$ cat src/rtl/mfp_ahb_uart_tx.sv
// Purpose: generic synchronous FIFO holding bytes queued for the UART serializer.
// Latency: head entry visible combinationally; push/pop take effect on the next HCLK edge.
// Backpressure: a push while full is ignored unless a pop happens on the same edge.
module mfp_ahb_uart_tx_fifo #(
    parameter int DEPTH = 4,
    parameter int WIDTH = 8
) (
    input  logic             clk,
    input  logic             rst,
    input  logic             push,
    input  logic [WIDTH-1:0] push_dat,
    input  logic             pop,
    output logic [WIDTH-1:0] head_dat,
    output logic             full,
    output logic             empty,
    output logic [4:0]       count
);
    localparam int AW = $clog2(DEPTH);

    logic [WIDTH-1:0] mem [DEPTH];
    logic [AW-1:0]    wr_ptr;
    logic [AW-1:0]    rd_ptr;
    logic             do_push;
    logic             do_pop;

    assign full     = (count == 5'(DEPTH));
    assign empty    = (count == 5'd0);
    assign do_pop   = pop && !empty;
    // A full FIFO still accepts a push when the head leaves on the same edge.
    assign do_push  = push && (!full || do_pop);
    assign head_dat = mem[rd_ptr];

    // Storage: written only on an accepted push; contents need no reset.
    always_ff @(posedge clk) begin
        if (do_push) begin
            mem[wr_ptr] <= push_dat;
        end
    end

    // Pointers wrap naturally because DEPTH is a power of two; count tracks occupancy.
    always_ff @(posedge clk) begin
        if (rst) begin
            wr_ptr <= '0;
            rd_ptr <= '0;
            count  <= 5'd0;
        end else begin
            if (do_push) begin
                wr_ptr <= wr_ptr + AW'(1);
            end
            if (do_pop) begin
                rd_ptr <= rd_ptr + AW'(1);
            end
            case ({do_push, do_pop})
                2'b10:   count <= count + 5'd1;
                2'b01:   count <= count - 5'd1;
                default: count <= count;
            endcase
        end
    end
endmodule

// Purpose: AHB-Lite slave UART transmitter (TXDATA/STATUS/DIVISOR) feeding an 8N1 serializer.
// Latency: zero bus wait states; UART_TX falls 2 HCLK edges after a TXDATA data phase when idle.
// Backpressure: none on the bus; TXDATA writes to a full FIFO are dropped and set STATUS.overflow.
module mfp_ahb_uart_tx #(
    parameter logic [15:0] CLK_DIV_RESET = 16'd434,
    parameter int          FIFO_DEPTH    = 4
) (
    input  logic        HCLK,
    input  logic        HRESET,
    input  logic        HSEL,
    input  logic [31:0] HADDR,
    input  logic [1:0]  HTRANS,
    input  logic        HWRITE,
    input  logic [2:0]  HSIZE,
    input  logic [31:0] HWDATA,
    output logic [31:0] HRDATA,
    output logic        HREADY,
    output logic        HRESP,
    output logic        UART_TX,
    output logic        TX_IRQ
);
    typedef enum logic [1:0] {
        ST_IDLE  = 2'd0,
        ST_START = 2'd1,
        ST_DATA  = 2'd2,
        ST_STOP  = 2'd3
    } state_t;

    localparam logic [1:0] A_TXDATA  = 2'd0;
    localparam logic [1:0] A_STATUS  = 2'd1;
    localparam logic [1:0] A_DIVISOR = 2'd2;

    // Registered address phase.
    logic        ap_vld;
    logic        ap_write;
    logic [1:0]  ap_addr;

    // Control/status registers.
    logic [15:0] divisor;
    logic        overflow;

    // Serializer state.
    state_t      state;
    logic [15:0] bit_len;
    logic [15:0] cnt;
    logic [2:0]  bit_idx;
    logic [7:0]  shreg;
    logic        tx_q;

    // FIFO interface.
    logic        fifo_push;
    logic        fifo_pop;
    logic [7:0]  fifo_head;
    logic        fifo_full;
    logic        fifo_empty;
    logic [4:0]  fifo_count;

    logic        wr_txdata;
    logic        wr_status;
    logic        wr_divisor;
    logic        bit_end;
    logic        busy;
    logic [15:0] div_clamped;
    logic        unused_bits;

    // Only HADDR[3:2], HTRANS[1] and the low HWDATA bits carry meaning here.
    assign unused_bits = ^{HSIZE, HADDR[31:4], HADDR[1:0], HTRANS[0], HWDATA[31:16]};

    assign HREADY  = 1'b1;
    assign HRESP   = 1'b0;
    assign UART_TX = tx_q;

    assign wr_txdata  = ap_vld && ap_write && (ap_addr == A_TXDATA);
    assign wr_status  = ap_vld && ap_write && (ap_addr == A_STATUS);
    assign wr_divisor = ap_vld && ap_write && (ap_addr == A_DIVISOR);

    assign busy        = (state != ST_IDLE);
    assign bit_end     = (cnt == bit_len - 16'd1);
    // A divisor below 2 would make a bit shorter than the counter can express cleanly.
    assign div_clamped = (divisor < 16'd2) ? 16'd2 : divisor;
    assign TX_IRQ      = fifo_empty && (state == ST_IDLE);

    // The head is taken either from IDLE or at the very end of a stop bit (back-to-back).
    assign fifo_pop  = !fifo_empty &&
                       ((state == ST_IDLE) || ((state == ST_STOP) && bit_end));
    assign fifo_push = wr_txdata;

    mfp_ahb_uart_tx_fifo #(
        .DEPTH (FIFO_DEPTH),
        .WIDTH (8)
    ) u_fifo (
        .clk      (HCLK),
        .rst      (HRESET),
        .push     (fifo_push),
        .push_dat (HWDATA[7:0]),
        .pop      (fifo_pop),
        .head_dat (fifo_head),
        .full     (fifo_full),
        .empty    (fifo_empty),
        .count    (fifo_count)
    );

    // Capture the address phase; the data phase is the following cycle (HREADY is always 1).
    always_ff @(posedge HCLK) begin
        if (HRESET) begin
            ap_vld   <= 1'b0;
            ap_write <= 1'b0;
            ap_addr  <= 2'd0;
        end else begin
            ap_vld   <= HSEL && HTRANS[1];
            ap_write <= HWRITE;
            ap_addr  <= HADDR[3:2];
        end
    end

    // Divisor register and sticky overflow flag, both updated at the end of a data phase.
    always_ff @(posedge HCLK) begin
        if (HRESET) begin
            divisor  <= CLK_DIV_RESET;
            overflow <= 1'b0;
        end else begin
            if (wr_divisor) begin
                divisor <= HWDATA[15:0];
            end
            if (wr_status) begin
                overflow <= 1'b0;
            end else if (wr_txdata && fifo_full && !fifo_pop) begin
                overflow <= 1'b1;
            end
        end
    end

    // Read mux: only a valid read data phase returns anything non-zero.
    always_comb begin
        HRDATA = 32'd0;
        if (ap_vld && !ap_write && !HRESET) begin
            case (ap_addr)
                A_STATUS:  HRDATA = {23'd0, fifo_count, overflow, fifo_empty, fifo_full, busy};
                A_DIVISOR: HRDATA = {16'd0, divisor};
                default:   HRDATA = 32'd0;
            endcase
        end
    end

    // Transmit FSM; UART_TX is registered from the current state, so it lags the state by one edge.
    always_ff @(posedge HCLK) begin
        if (HRESET) begin
            state   <= ST_IDLE;
            tx_q    <= 1'b1;
            bit_len <= 16'd2;
            cnt     <= 16'd0;
            bit_idx <= 3'd0;
            shreg   <= 8'd0;
        end else begin
            case (state)
                ST_START: tx_q <= 1'b0;
                ST_DATA:  tx_q <= shreg[0];
                default:  tx_q <= 1'b1;
            endcase

            case (state)
                ST_IDLE: begin
                    if (!fifo_empty) begin
                        state   <= ST_START;
                        shreg   <= fifo_head;
                        bit_len <= div_clamped;
                        cnt     <= 16'd0;
                    end
                end
                ST_START: begin
                    if (bit_end) begin
                        state   <= ST_DATA;
                        cnt     <= 16'd0;
                        bit_idx <= 3'd0;
                    end else begin
                        cnt <= cnt + 16'd1;
                    end
                end
                ST_DATA: begin
                    if (bit_end) begin
                        cnt   <= 16'd0;
                        shreg <= shreg >> 1;
                        if (bit_idx == 3'd7) begin
                            state <= ST_STOP;
                        end else begin
                            bit_idx <= bit_idx + 3'd1;
                        end
                    end else begin
                        cnt <= cnt + 16'd1;
                    end
                end
                ST_STOP: begin
                    if (bit_end) begin
                        cnt <= 16'd0;
                        if (!fifo_empty) begin
                            state   <= ST_START;
                            shreg   <= fifo_head;
                            bit_len <= div_clamped;
                        end else begin
                            state <= ST_IDLE;
                        end
                    end else begin
                        cnt <= cnt + 16'd1;
                    end
                end
                default: state <= ST_IDLE;
            endcase
        end
    end
endmodule

$ cat config.mk
export PLATFORM = sky130hd
export DESIGN_NAME = mfp_ahb_uart_tx
export DESIGN_NICKNAME = d
export VERILOG_FILES = /design/src/rtl/mfp_ahb_uart_tx.sv
export SDC_FILE = /design/constraint.sdc
export NUM_CORES = 1
export LEC_CHECK = 0
export CAP_MARGIN = 10
export CORE_ASPECT_RATIO = 2
export CORE_MARGIN = 3
export CORE_UTILIZATION = 40
export DETAILED_ROUTE_END_ITERATION = 10
export HOLD_SLACK_MARGIN = 0.02
export PLACE_DENSITY = 0.63
export SYNTH_ARGS = -nofsm -noshare
export SYNTH_HDL_FRONTEND = slang
export SYNTH_SLANG_ARGS = --single-unit
$ cat constraint.sdc
create_clock -name HCLK -period 4.7 [get_ports HCLK]
set_input_delay 0.47 -clock HCLK [delete_from_list [all_inputs] [get_ports HCLK]]
set_output_delay 0.47 -clock HCLK [all_outputs]
set_load 0.1 [all_outputs]
After elaboration in Yosys (flattened, before gate mapping)
Memory sizes are Yosys's and may differ from the RTL's. A register that Yosys moved wholly into a read port is not among the register bits. Cells that the tools add are included.

Bits in latches: 0. Word-level logic and storage cells: 104. Register bits: 76. Memory bits (read-only): 0. Bits of input ports: 73. Memories kept: 1. Memory bits (writable): 32. Output and inout bits: 36.

Memory list: u_fifo.mem (depth 4, bits a word 8, rd ports 1, clocked after memory_dff 1, wr ports 1, line 20) `logic [WIDTH-1:0] mem [DEPTH];`.

Mux-type cells: 30. Reduce and logical (&&, ||, !) cells: 35. Bitwise operators: 0. Divide/modulo/power cells: 0. Add/sub/neg operators: 7. Shifts and indexed selects: 0. Eq/ne operators: 16. $lt $le $gt $ge: 1. $mul: 0.

Operators by type and width (count): 16-bit 2-to-1 mux (6); 16-bit one-hot mux with 2 select lines (3); 8-bit 2-to-1 mux (3); 8-bit one-hot mux with 3 select lines (1); 16-bit by 1-bit adder with 16-bit output (second input constant) (1); 16-bit equality test (1); 16-bit by 2-bit less-than comparator with 1-bit output (second input constant) (1); 16-bit by 1-bit subtractor with 16-bit output (second input constant) (1); 1-bit logical AND (14); 2-bit 2-to-1 mux (7); 2-bit != test (second input constant) (6); 5-bit one-hot mux with 2 select lines (1); 3-bit 2-to-1 mux (3); 2-bit equality test (second input constant) (4); 2-bit one-hot mux with 4 select lines (1); 2-bit nonzero test (4); 2-bit by 1-bit equality test with 1-bit output (second input constant) (3); 3-bit one-hot mux with 2 select lines (1); 5-bit by 1-bit adder with 5-bit output (second input constant) (1); 5-bit by 3-bit equality test with 1-bit output (second input constant) (1); 1-bit zero test (5); 5-bit zero test (1); 5-bit AND reduction (1); 5-bit by 1-bit subtractor with 5-bit output (second input constant) (1); other kinds (13) (18).

Depth between registers and ports, before layout
Gate-level depths: netlist of the first run.

Depth after elaboration: 10. Gate-level depth with buffers: 19. Depth with buffers taken out: 18.

Cells and area by module
From an unflattened synthesis of the first run, not the netlist that was laid out.

Cells, all modules: 605. Area total of the unflattened synthesis: 5865.6 um^2.

Modules (own cells, without submodules): mfp_ahb_uart_tx (seq. area each 1341.3 um^2, cells an instance 479, times used 1, area each 3956.3 um^2); mfp_ahb_uart_tx_fifo (seq. area each 1181.1 um^2, cells an instance 126, times used 1, area each 1909.3 um^2).

Worst setup path after synthesis of the first run
No wires, ideal clock.

Path kind: register to register. Start point: reg bit_len[0]. End point: reg u_fifo.count[4]. Clock period less this slack: 3.916 ns. Buffers on the path: 1. Data arrival time: 3.845 ns. Cell stages (with the launch flop): 20. Data required time: 4.630 ns. Setup time: 0.070 ns. Slack: 0.784 ns. Path through: dfxtp_1 buf_2 inv_1 ha_1 nor3b_2 nand4_1 xnor2_1 nor4_4 a41oi_2 a31oi_2 inv_1 ha_1 inv_1 fa_1 inv_1 a21o_1 a21oi_1 xnor2_1 or3_1 a21oi_1.

Word-level cells in the longest chain between the ends: 10. Elaborated cells on any way between the ends: 12. Those cells by class: add/sub: 1; eq/ne: 3; mux: 1; reduce/logical: 7.

RTL lines: from (decl) (line 105) `logic [15:0] bit_len;`; from (signal assigned) (line 227) `bit_len <= div_clamped;`; from (signal assigned) (line 259) `bit_len <= div_clamped;`; 16-bit by 1-bit subtractor with 16-bit output * (line 139) `assign bit_end = (cnt == bit_len - 16'd1);`; 16-bit equality test * (line 139); 1-bit logical AND * (line 146) `((state == ST_IDLE) || ((state == ST_STOP) && bit_end));`; 1-bit logical OR * (line 146); 1-bit logical AND * (line 145) `assign fifo_pop = !fifo_empty &&`; 1-bit logical AND * (line 28) `assign do_pop = pop && !empty;`; 1-bit logical OR (line 30) `assign do_push = push && (!full || do_pop);`; 1-bit logical AND (line 30); 2-bit by 1-bit equality test with 1-bit output or 2-bit equality test (tied branches) (line 53) `case ({do_push, do_pop})`; 5-bit one-hot mux with 2 select lines or 2-bit nonzero test (tied branches); to (signal assigned) (line 54) `2'b10: count <= count + 5'd1;`; to (signal assigned) (line 55) `2'b01: count <= count - 5'd1;`; to (signal assigned) (line 56) `default: count <= count;`; to (decl) (line 16) `output logic [4:0] count`.

Mark *: on every way between the ends. The rest lies on a longest branch, timed or not. A chain may end at the register's enable or synchronous reset.

Final worst setup path of the first run
Start point: reg bit_len[3]. End point: reg u_fifo.count[4].

The elaborated chain is that of the path after synthesis.

==> results of run 1 <==
## logic make-up (layout without fill, tap and decap cells)
kind of cell / Yosys count / count (layout) / share of synthesized area
buf+inv: 73 / 88 / 0.06085
compound gates: 105 / 105 / 0.1303
simple gates: 235 / 235 / 0.1950
mux: 41 / 41 / 0.08794
xor+xnor: 28 / 28 / 0.04472
flops: 110 / 110 / 0.4335
other cells: 2 / 18 / 0.001291
fa+ha+maj: 21 / 21 / 0.04644
## worst max path at each step
stage	cells past startpoint	slack, ps	end
after CTS	18	270	u_fifo.count[4]
after global placement	16	420	u_fifo.count[4]
after global routing	16	10	u_fifo.count[4]
after detailed placement	18	280	u_fifo.count[4]
final	16	380	u_fifo.count[4]
after floorplan	19	780	u_fifo.count[4]
## registers in the layout, indices dropped and copies added, names as in the netlist, named ones only
name and cells:
u_fifo.mem 32, bit_len 16, cnt 16, divisor 16
shreg 8, u_fifo.count 5, bit_idx 3, ap_addr 2
state 2, u_fifo.rd_ptr 2, u_fifo.wr_ptr 2, UART_TX 1
ap_vld 1, ap_write 1, overflow 1
## area by class of cell
cell class	count	area [um2]
well taps	189	236.5
fillers	1354	7461
inverters	22	82.58
multi-input cells	448	3009
clock inverters	7	73.82
flip-flops and latches	110	2522
clock buffers	9	225.2
repair buffers	50	432.9
## power by group
| part | leakage, nW | internal, W | switching, W |
|---|---|---|---|
| Combinational | 1.34 | 0.000455 | 0.000775 |
| Sequential | 0.922 | 0.00105 | 0.0000991 |
| Clock | 0.148 | 0.000380 | 0.000393 |
| Total | 2.41 | 0.00189 | 0.00127 |
## metal layers
layer / up-vias / track usage
met5: - / 0
met4: 0 / 0.08816
met3: 33 / 0.02772
met2: 112 / 0.3374
met1: 2109 / 0.1636
li1: 2219 / -
## worst register-to-register path: stages (launching register included)
cell,delay (ps)
dfxtp_1,380
nor4_2,610
nand2_1,220
o211a_1,310
o31a_1,450
a41oi_2,460
a31oi_2,180
inv_1,100
ha_1,230
inv_1,110
fa_1,400
inv_1,70
a21o_1,110
a21oi_1,70
xnor2_1,130
or3_1,300
a21oi_1,130
## stage by stage
step	cell area [um2]	utilization	power, W	hold slack [ps]
floorplan	5879	-	0.002163	437.7
global placement	6277	0.4470	0.002378	446.6
detailed placement	6277	0.4470	0.002408	461.6
CTS	6576	0.4683	0.003181	473.2
global route	6583	0.4687	0.003343	497.7
finish	6583	0.4687	0.003156	473.0
## layout by cell type (no fill, tap or decap), types with 3 or more instances in the layout
master           netlist  layout
or3_1                  3       3
a21oi_1               36      36
or2_2                  3       3
inv_6                  0       4
xnor2_1               16      16
nand3_1               31      31
nor4_1                 9       9
nor2b_1                8       8
conb_1                 2      18
o311ai_0               6       6
o31ai_1                3       3
mux4_2                 8       8
buf_4                 18      27
inv_1                 21      21
nor3_1                11      11
a311oi_1               8       8
nor2_1                35      35
a22oi_1                8       8
mux2i_1               32      32
o21ai_0                9       9
nand2_1               97      97
clkbuf_16              0       9
a211oi_1               3       3
a31oi_1                5       5
a21o_1                 3       3
nand4_1                5       5
and3_1                10      10
xor2_1                11      11
dfxtp_1               78      78
and2_1                11      11
ha_1                  20      20
edfxtp_1              32      32
clkdlybuf4s50_1        0      23
==> results.toml, run 1 <==
[global_route]
grt_max_degree = 36
antenna_found_initial = 0
grt_overflow = 0
grt_pass1_wl_mm = 21.76
globalRouteTotalUtil = 0.1704
grt_pass1_vias = 4465

[critical_path]
arrival_ps = 4610
end_kind = "flip-flop"
crit_buf_inv = 3
regToRegSetupSlack_ps = 380
cp-start-kind = "flip-flop"
crit_fanout = 7
timing.rr.end = "u_fifo.count[4]"
critical_path.max_stage_delay_ps = 610
crit_start = "bit_len[3]"
cpMostUsedCell = "inv_1"
critPathRequiredTime_ps = 4990
crit_family = "compound AO/OA/AOI/OAI gates"
r2r_cells = 16
crit_slowest_cell = "nor4_2"
crit-reg2reg-launch = "bit_len[3]"
crit_type = "flip-flop to flip-flop"
path_cells = "nor4_2, nand2_1, o211a_1, o31a_1, a41oi_2, a31oi_2, inv_1, ha_1, inv_1, fa_1, inv_1, a21o_1, a21oi_1, xnor2_1, or3_1, a21oi_1"

[sta]
max_freq_ghz = 0.2313
setup_tns_ps = 0
worst_pin_slew_ps = 1087
slew_viol_final = 0
finalCritPeriodShare = 0.9197
min_period_ps = 4323
final_hold_viol_count = 0
setup_violations = 0
slew-limit-headroom = 0.2751
setup_slack_ps = 377.5
rsz0062_at_grt = "no"
finClkSkew_ps = 14.38

[logic_synthesis]
synth_cell_types = 69
synthTopCellsByArea = "dfxtp_1, edfxtp_1, nand2_1, mux2i_1, ha_1"
synth_edf_count = 32
ys_seq_area_frac = 0.4335
synth-main-ff-cell = "dfxtp_1"
syn-cell-area_mm2 = 0.005819
synth-async-reset-ratio = 0
synthTopCellsByCount = "nand2_1, dfxtp_1, a21oi_1"
synth_top_area_cell = "dfxtp_1"
syn_area_per_cell_um2 = 9.462
yosys.area.top_type_share = 0.2683
ys_warn_count = 0
synth_most_common_cell = "nand2_1"
ys_ff_latch = 110
syn_inst = 615

[floorplanning]
core_mm2 = 0.01404
boundaryPins = 109
fp.dieW_um = 91.29
die_y_um = 176.6
die_area_mm2 = 0.01612
num_rows = 61
start_util = 0.4144

[placed_design]
dp_cells = 819
place_hpwl_mm = 10.19
place_ws_ps = 284.8
gp_congestion = 0.8326
port_buffers = 40

[run_status]
status = "completed"

[detailed_routing]
routed_via_density = 5.357
wirelength_met1_mm = 4.825
routed-wl-met2_mm = 7.517
routed.top_layer = "met4"
vias = 4473
wire_per_inst_um = 15.92
drc = 0
routed_wl_mm = 13.29
wl_met3_um = 423
first_pass_iters = 4
drt_iter0_drc = 134
antenna_left = 0

[pwr]
cellPowerDensity_mw_per_mm2 = 479.4
p_leak_nw = 2.406
ir_drop_v = 0.0003097

[cts]
cts_num_sinks = 110
clk_latency_ps = 360
cts_tree = "yes"
cts-root-buf = "clkbuf_16"
cts_resized = 0
cts_setup_buffers = 0
clk_pin_slew_ps = 80
cts_buffer_depth = 2
hold_buffers = 0
cts-buffers-inserted = 9
h-tree-depth = 3

[run]
max_cap_viol_count = 0

[min_path]
hold_path.class = "flip-flop to flip-flop"
hold-path-cell-count = 2
hp-start = "shreg[7]"
hold_end = "shreg[7]"

[finish]
layout.nets = 735
area_delta_synth_final_pct = 13.12
drive_gt1_frac = 0.1068
fin_cells = 835
diodes = 0
(Power assumes the default switching activity.)
==> run 2: changes to the inputs <==
--- a/config.mk
+++ b/config.mk
@@ -5,6 +5,7 @@
 export SDC_FILE = /design/constraint.sdc
 export NUM_CORES = 1
 export LEC_CHECK = 0
+export ABC_AREA = 1
 export CAP_MARGIN = 10
 export CORE_ASPECT_RATIO = 2
 export CORE_MARGIN = 3
==> results.toml, run 2 <==
[logic_synthesis]
ys_seq_area_frac = 0.4228
synth-async-reset-ratio = 0
syn_inst = 802
synth_top_family_by_area = "simple AND/OR/NAND/NOR gates"
synth_most_common_cell = "nand2_1"
syn-cell-area_mm2 = 0.005966
synth-simple-area-share = 0.2773
yosys.area.top_type_share = 0.2617
synth_cell_types = 41
synth_top_area_cell = "dfxtp_1"
ys_ff_latch = 110
synth_compound_area_frac = 0.1158
synthMuxAreaShare = 0
ys_warn_count = 0
synth_xor_area_frac = 0.03817
synth_edf_count = 32
synth-main-ff-cell = "dfxtp_1"
syn_area_per_cell_um2 = 7.439
synthTopCellsByCount = "nand2_1, nor2_1, dfxtp_1"
synthTopCellsByArea = "dfxtp_1, edfxtp_1, nand2_1, nor2_1, a21oi_1"
synth_fa_ha_area_frac = 0.04530

[pwr]
cellPowerDensity_mw_per_mm2 = 522.6
p_leak_nw = 2.748
ir_drop_v = 0.0002603

[cts]
cts-buffers-inserted = 9
hold_buffers = 0
clk_pin_slew_ps = 80
cts_setup_buffers = 0
cts_tree = "yes"
cts_num_sinks = 110
h-tree-depth = 3
cts-root-buf = "clkbuf_16"
clk_latency_ps = 360
cts_buffer_depth = 2
cts_resized = 0

[finish]
area_delta_synth_final_pct = 12.06
layout_common_cells = "nand2_1, nor2_1, dfxtp_1"
final_common_cell = "nand2_1"
drive_gt1_frac = 0.06739
final_util = 0.4608
diodes = 0
top_register = "u_fifo.mem"
largest_reg_flops = 32
layout.nets = 920

[critical_path]
end_kind = "flip-flop"
cp-start-kind = "flip-flop"
crit_slowest_cell = "ha_1"
critPathRequiredTime_ps = 4990
crit_type = "flip-flop to flip-flop"
arrival_ps = 3920
path_cells = "inv_2, ha_1, nand2_1, nor2_1, nand3_1, nand2_1, inv_2, nor2_1, nand2_1, nor2_2, nand3_1, nand3_1, nand2_1, ha_1, ha_1, nand2_1, nor2_1, a211oi_1, nor2_1, nor2_1, o21ai_0, a21oi_1"
critical_path.max_stage_delay_ps = 350
crit_fanout = 5

[run_status]
status = "completed"

[global_route]
grt_overflow = 0
grt_pass1_wl_mm = 23.81
antenna_found_initial = 0
grt_pass1_vias = 4825
grt_max_degree = 44
globalRouteTotalUtil = 0.1851

[sta]
finClkSkew_ps = 13.11
slew-limit-headroom = 0.3289
slew_viol_final = 0
setup_violations = 0
worst_pin_slew_ps = 1005
final_hold_viol_count = 0
rsz0062_at_grt = "no"
setup_tns_ps = 0
finalCritPeriodShare = 0.7732
min_period_ps = 3634
max_freq_ghz = 0.2752

[floorplanning]
core_mm2 = 0.01451
boundaryPins = 109
die_y_um = 178.7
num_rows = 62
die_area_mm2 = 0.01650
fp.dieW_um = 92.36
start_util = 0.4112

[detailed_routing]
vias = 5026
first_pass_iters = 4
drc = 0
drt_iter0_drc = 246
wire_per_inst_um = 14.26
routed_wl_mm = 14.59
routed_via_density = 4.913
antenna_left = 0

[run]
max_cap_viol_count = 0

[placed_design]
port_buffers = 40
place_hpwl_mm = 11.47
gp_congestion = 0.9091

[min_path]
hold_path.class = "flip-flop to flip-flop"
## run 2: cell count changes in the layout (fill, tap and decap cells not counted), sizes merged, moves of 12 or more
cell and change:
nand2 +97, nor2 +71, inv +58, mux2i -32, a21oi +31, o21ai +31
nand3 +12, nand4 +12
## run 2: critical path, delay by kind of cell, from the launching register on
kind | cells | cell delay, ps
adder cells (fa/ha/maj) | 3 | 860
AND/OR/NAND/NOR | 14 | 1800
buffers and inverters | 2 | 110
AO/OA/AOI/OAI | 3 | 460
flip-flops | 1 | 330
## run 2: cell families after synthesis
| kind of cell | after synthesis |
|---|---|
| buffers and inverters | 132 |
| and+or+nand+nor | 388 |
| other | 2 |
| AOI/OAI and AO/OA | 123 |
| adders and majority gates | 21 |
| DFF | 110 |
| xor gates and xnor gates | 26 |
## run 2: cell type report
type / instances / area [um2]
clock buffers: 9 / 225.2
clock inverters: 7 / 80.08
fillers: 1509 / 7821
inverters: 85 / 319.1
multi-input cells: 576 / 2910
flip-flops and latches: 110 / 2522
well taps: 192 / 240.2
repair buffers: 44 / 387.9
## run 2: stage by stage
stage / cells / worst slack [ps] / hold slack [ps] / area, um2 / power (W)
2_1_floorplan: 818 / 1193 / 425.6 / 6026 / 0.002447
3_3_place_gp: 1007 / 1101 / 443.0 / 6380 / 0.002729
3_5_place_dp: 1007 / 1072 / 449.5 / 6380 / 0.002736
4_1_cts: 1023 / 1045 / 461.1 / 6685 / 0.003520
5_1_grt: 1023 / 602.3 / 486.0 / 6685 / 0.003793
6_report: 1023 / 1066 / 456.7 / 6685 / 0.003493
## run 2: report_power, final
part | switching [W] | internal (W) | leakage (nW)
Sequential | 0.000143 | 0.00109 | 0.925
Combinational | 0.000983 | 0.000494 | 1.67
Clock | 0.000366 | 0.000421 | 0.148
## run 2: per-layer routing
| metal | wire (um) | part of all wire | track usage |
|---|---|---|---|
| met1 | 5099 | 0.35 | 0.1759 |
| met2 | 8641 | 0.59 | 0.3780 |
| met3 | 293 | 0.020 | 0.02142 |
| met4 | 550 | 0.038 | 0.08933 |
| met5 | 0 | 0 | 0 |
## run 2: path summary, 6_finish.rpt
kind                    from               to  slack [ps]  cells after the start
setup reg to reg  bit_len[0]  u_fifo.count[4]        1070                     22
setup / recovery  bit_len[0]  u_fifo.count[4]        1070                     22
hold / removal      overflow         overflow         460                      2
hold reg to reg     overflow         overflow         460                      2
==> run 3: changes to the inputs <==
==> constraint.sdc (replaced) <==
create_clock -name HCLK -period 3.6 [get_ports HCLK]
set_input_delay 0.36 -clock HCLK [delete_from_list [all_inputs] [get_ports HCLK]]
set_output_delay 0.36 -clock HCLK [all_outputs]
set_load 0.1 [all_outputs]
==> results.toml, run 3 (synthesis gave the netlist of run 2 again) <==
[run_status]
status = "completed"

[detailed_routing]
drc = 0
drt_iter0_drc = 238
antenna_left = 0
first_pass_iters = 4
routed_via_density = 4.975
vias = 5174
routed_wl_mm = 14.77
wire_per_inst_um = 14.20

[sta]
final_hold_viol_count = 0
worst_pin_slew_ps = 1003
finalCritPeriodShare = 0.9163
setup_tns_ps = 0
rsz0062_at_grt = "no"
max_freq_ghz = 0.3031
finClkSkew_ps = 14.25
setup_violations = 0
slew-limit-headroom = 0.3305
min_period_ps = 3299
fin_hold_ws_ps = 449.8
slew_viol_final = 0

[floorplanning]
num_rows = 62
boundaryPins = 109
die_area_mm2 = 0.01650
core_mm2 = 0.01451
die_y_um = 178.7
fp.dieW_um = 92.36
start_util = 0.4112

[critical_path]
critical_path.max_stage_delay_ps = 410
cp-start-kind = "flip-flop"
crit_fanout = 7
crit_type = "flip-flop to flip-flop"
crit_start = "bit_len[5]"
crit-reg2reg-launch = "bit_len[5]"
regToRegSetupSlack_ps = 300
cpMostUsedCell = "nand2_1"
crit_slowest_cell = "fa_1"
end_kind = "flip-flop"
arrival_ps = 3580
timing.rr.end = "u_fifo.count[4]"
critPathRequiredTime_ps = 3880
path_cells = "nor2_2, nand2_2, nor2_8, nand2_1, nand2_1, nand2_1, nor2_1, nand2_1, nor2_4, nand3_2, nand2_1, nand2_1, inv_2, ha_2, inv_1, fa_1, nor2_1, a211oi_1, nand2_1, nand2_1, nor2_1, o21ai_0, a21oi_1"
r2r_cells = 23

[pwr]
cellPowerDensity_mw_per_mm2 = 656.1
ir_drop_v = 0.0003104
p_leak_nw = 2.882

[cts]
clk_pin_slew_ps = 80
h-tree-depth = 3
cts_tree = "yes"
clk_latency_ps = 360
hold_buffers = 0
cts_num_sinks = 110
cts-buffers-inserted = 9
cts-root-buf = "clkbuf_16"
cts_buffer_depth = 2

[min_path]
hold_path.class = "flip-flop to flip-flop"
hp-start = "overflow"
hold_end = "overflow"
hold-path-cell-count = 2

[finish]
diodes = 0
area_delta_synth_final_pct = 18.69
layout.nets = 937
final_common_cell = "nand2_1"
drive_gt1_frac = 0.09906
layout_common_cells = "nand2_1, nor2_1, dfxtp_1, inv_1, a21oi_1"
top_register = "u_fifo.mem"
largest_reg_flops = 32
n_fill_cell = 1443

[global_route]
grt_pass1_wl_mm = 23.96
grt_max_degree = 43
globalRouteTotalUtil = 0.1846
grt_pass1_vias = 4862
antenna_found_initial = 0
grt_overflow = 0

[run]
max_cap_viol_count = 0

[placed_design]
gp_congestion = 0.8920
place_hpwl_mm = 11.70
port_buffers = 40
run 3: area by class of cell:
| cell class | instances | area [um2] | area share |
|---|---|---|---|
| multi-input combinational | 576 | 2968 | 0.4192 |
| sequential | 110 | 2524 | 0.3564 |
| clock inverter | 7 | 76.32 | 0.01078 |
| tap | 192 | 240.2 | 0.03393 |
| clock buffer | 9 | 225.2 | 0.03181 |
| timing repair buffer | 61 | 728.2 | 0.1028 |
| inverter | 85 | 319.1 | 0.04506 |
run 3: metrics by stage:
step	worst slack (ps)	power, W	util	cells	area, um2
after floorplan	203.4	0.003194	-	818	6026
after global placement	105.8	0.003603	0.4622	1022	6705
after detailed placement	63.01	0.003621	0.4622	1022	6705
after CTS	46.99	0.004610	0.4830	1038	7007
after global routing	3.840	0.005036	0.4881	1040	7081
final	301.3	0.004645	0.4881	1040	7081
run 3: worst max path at each step:
stage,end,slack (ps),cells after the start
final,u_fifo.count[4],300,23
after global routing,u_fifo.count[4],4,24
after CTS,u_fifo.count[4],50,23
after detailed placement,u_fifo.count[4],60,23
after global placement,u_fifo.count[4],110,23
after floorplan,HRDATA[10],200,5
run 3: power breakdown:
group          switching (W)  internal (W)
clock network       0.000499      0.000493
logic                0.00132      0.000723
registers           0.000187       0.00142
total                0.00201       0.00264
run 3: worst max-delay path: cells and delay by family (launching register included):
family                   cells  cell delay (ps)
flip-flops                   1              400
buffers and inverters        2              190
AO/OA/AOI/OAI                3              320
AND/OR/NAND/NOR             16             1700
adder cells (fa/ha/maj)      2              630
run 3: repair_timing:
action                     CTS  global route
resized for setup            0            16
setup endpoints to repair    0             3
setup buffers                0             2
run 3: layer usage:
layer  vias up  global-route usage  share of wire
met1      2379              0.1792           0.34
met3        34             0.01638          0.021
met2        97              0.3747           0.59
met5         -                   0              0
met4         0             0.09243          0.045
li1       2664                   -              -
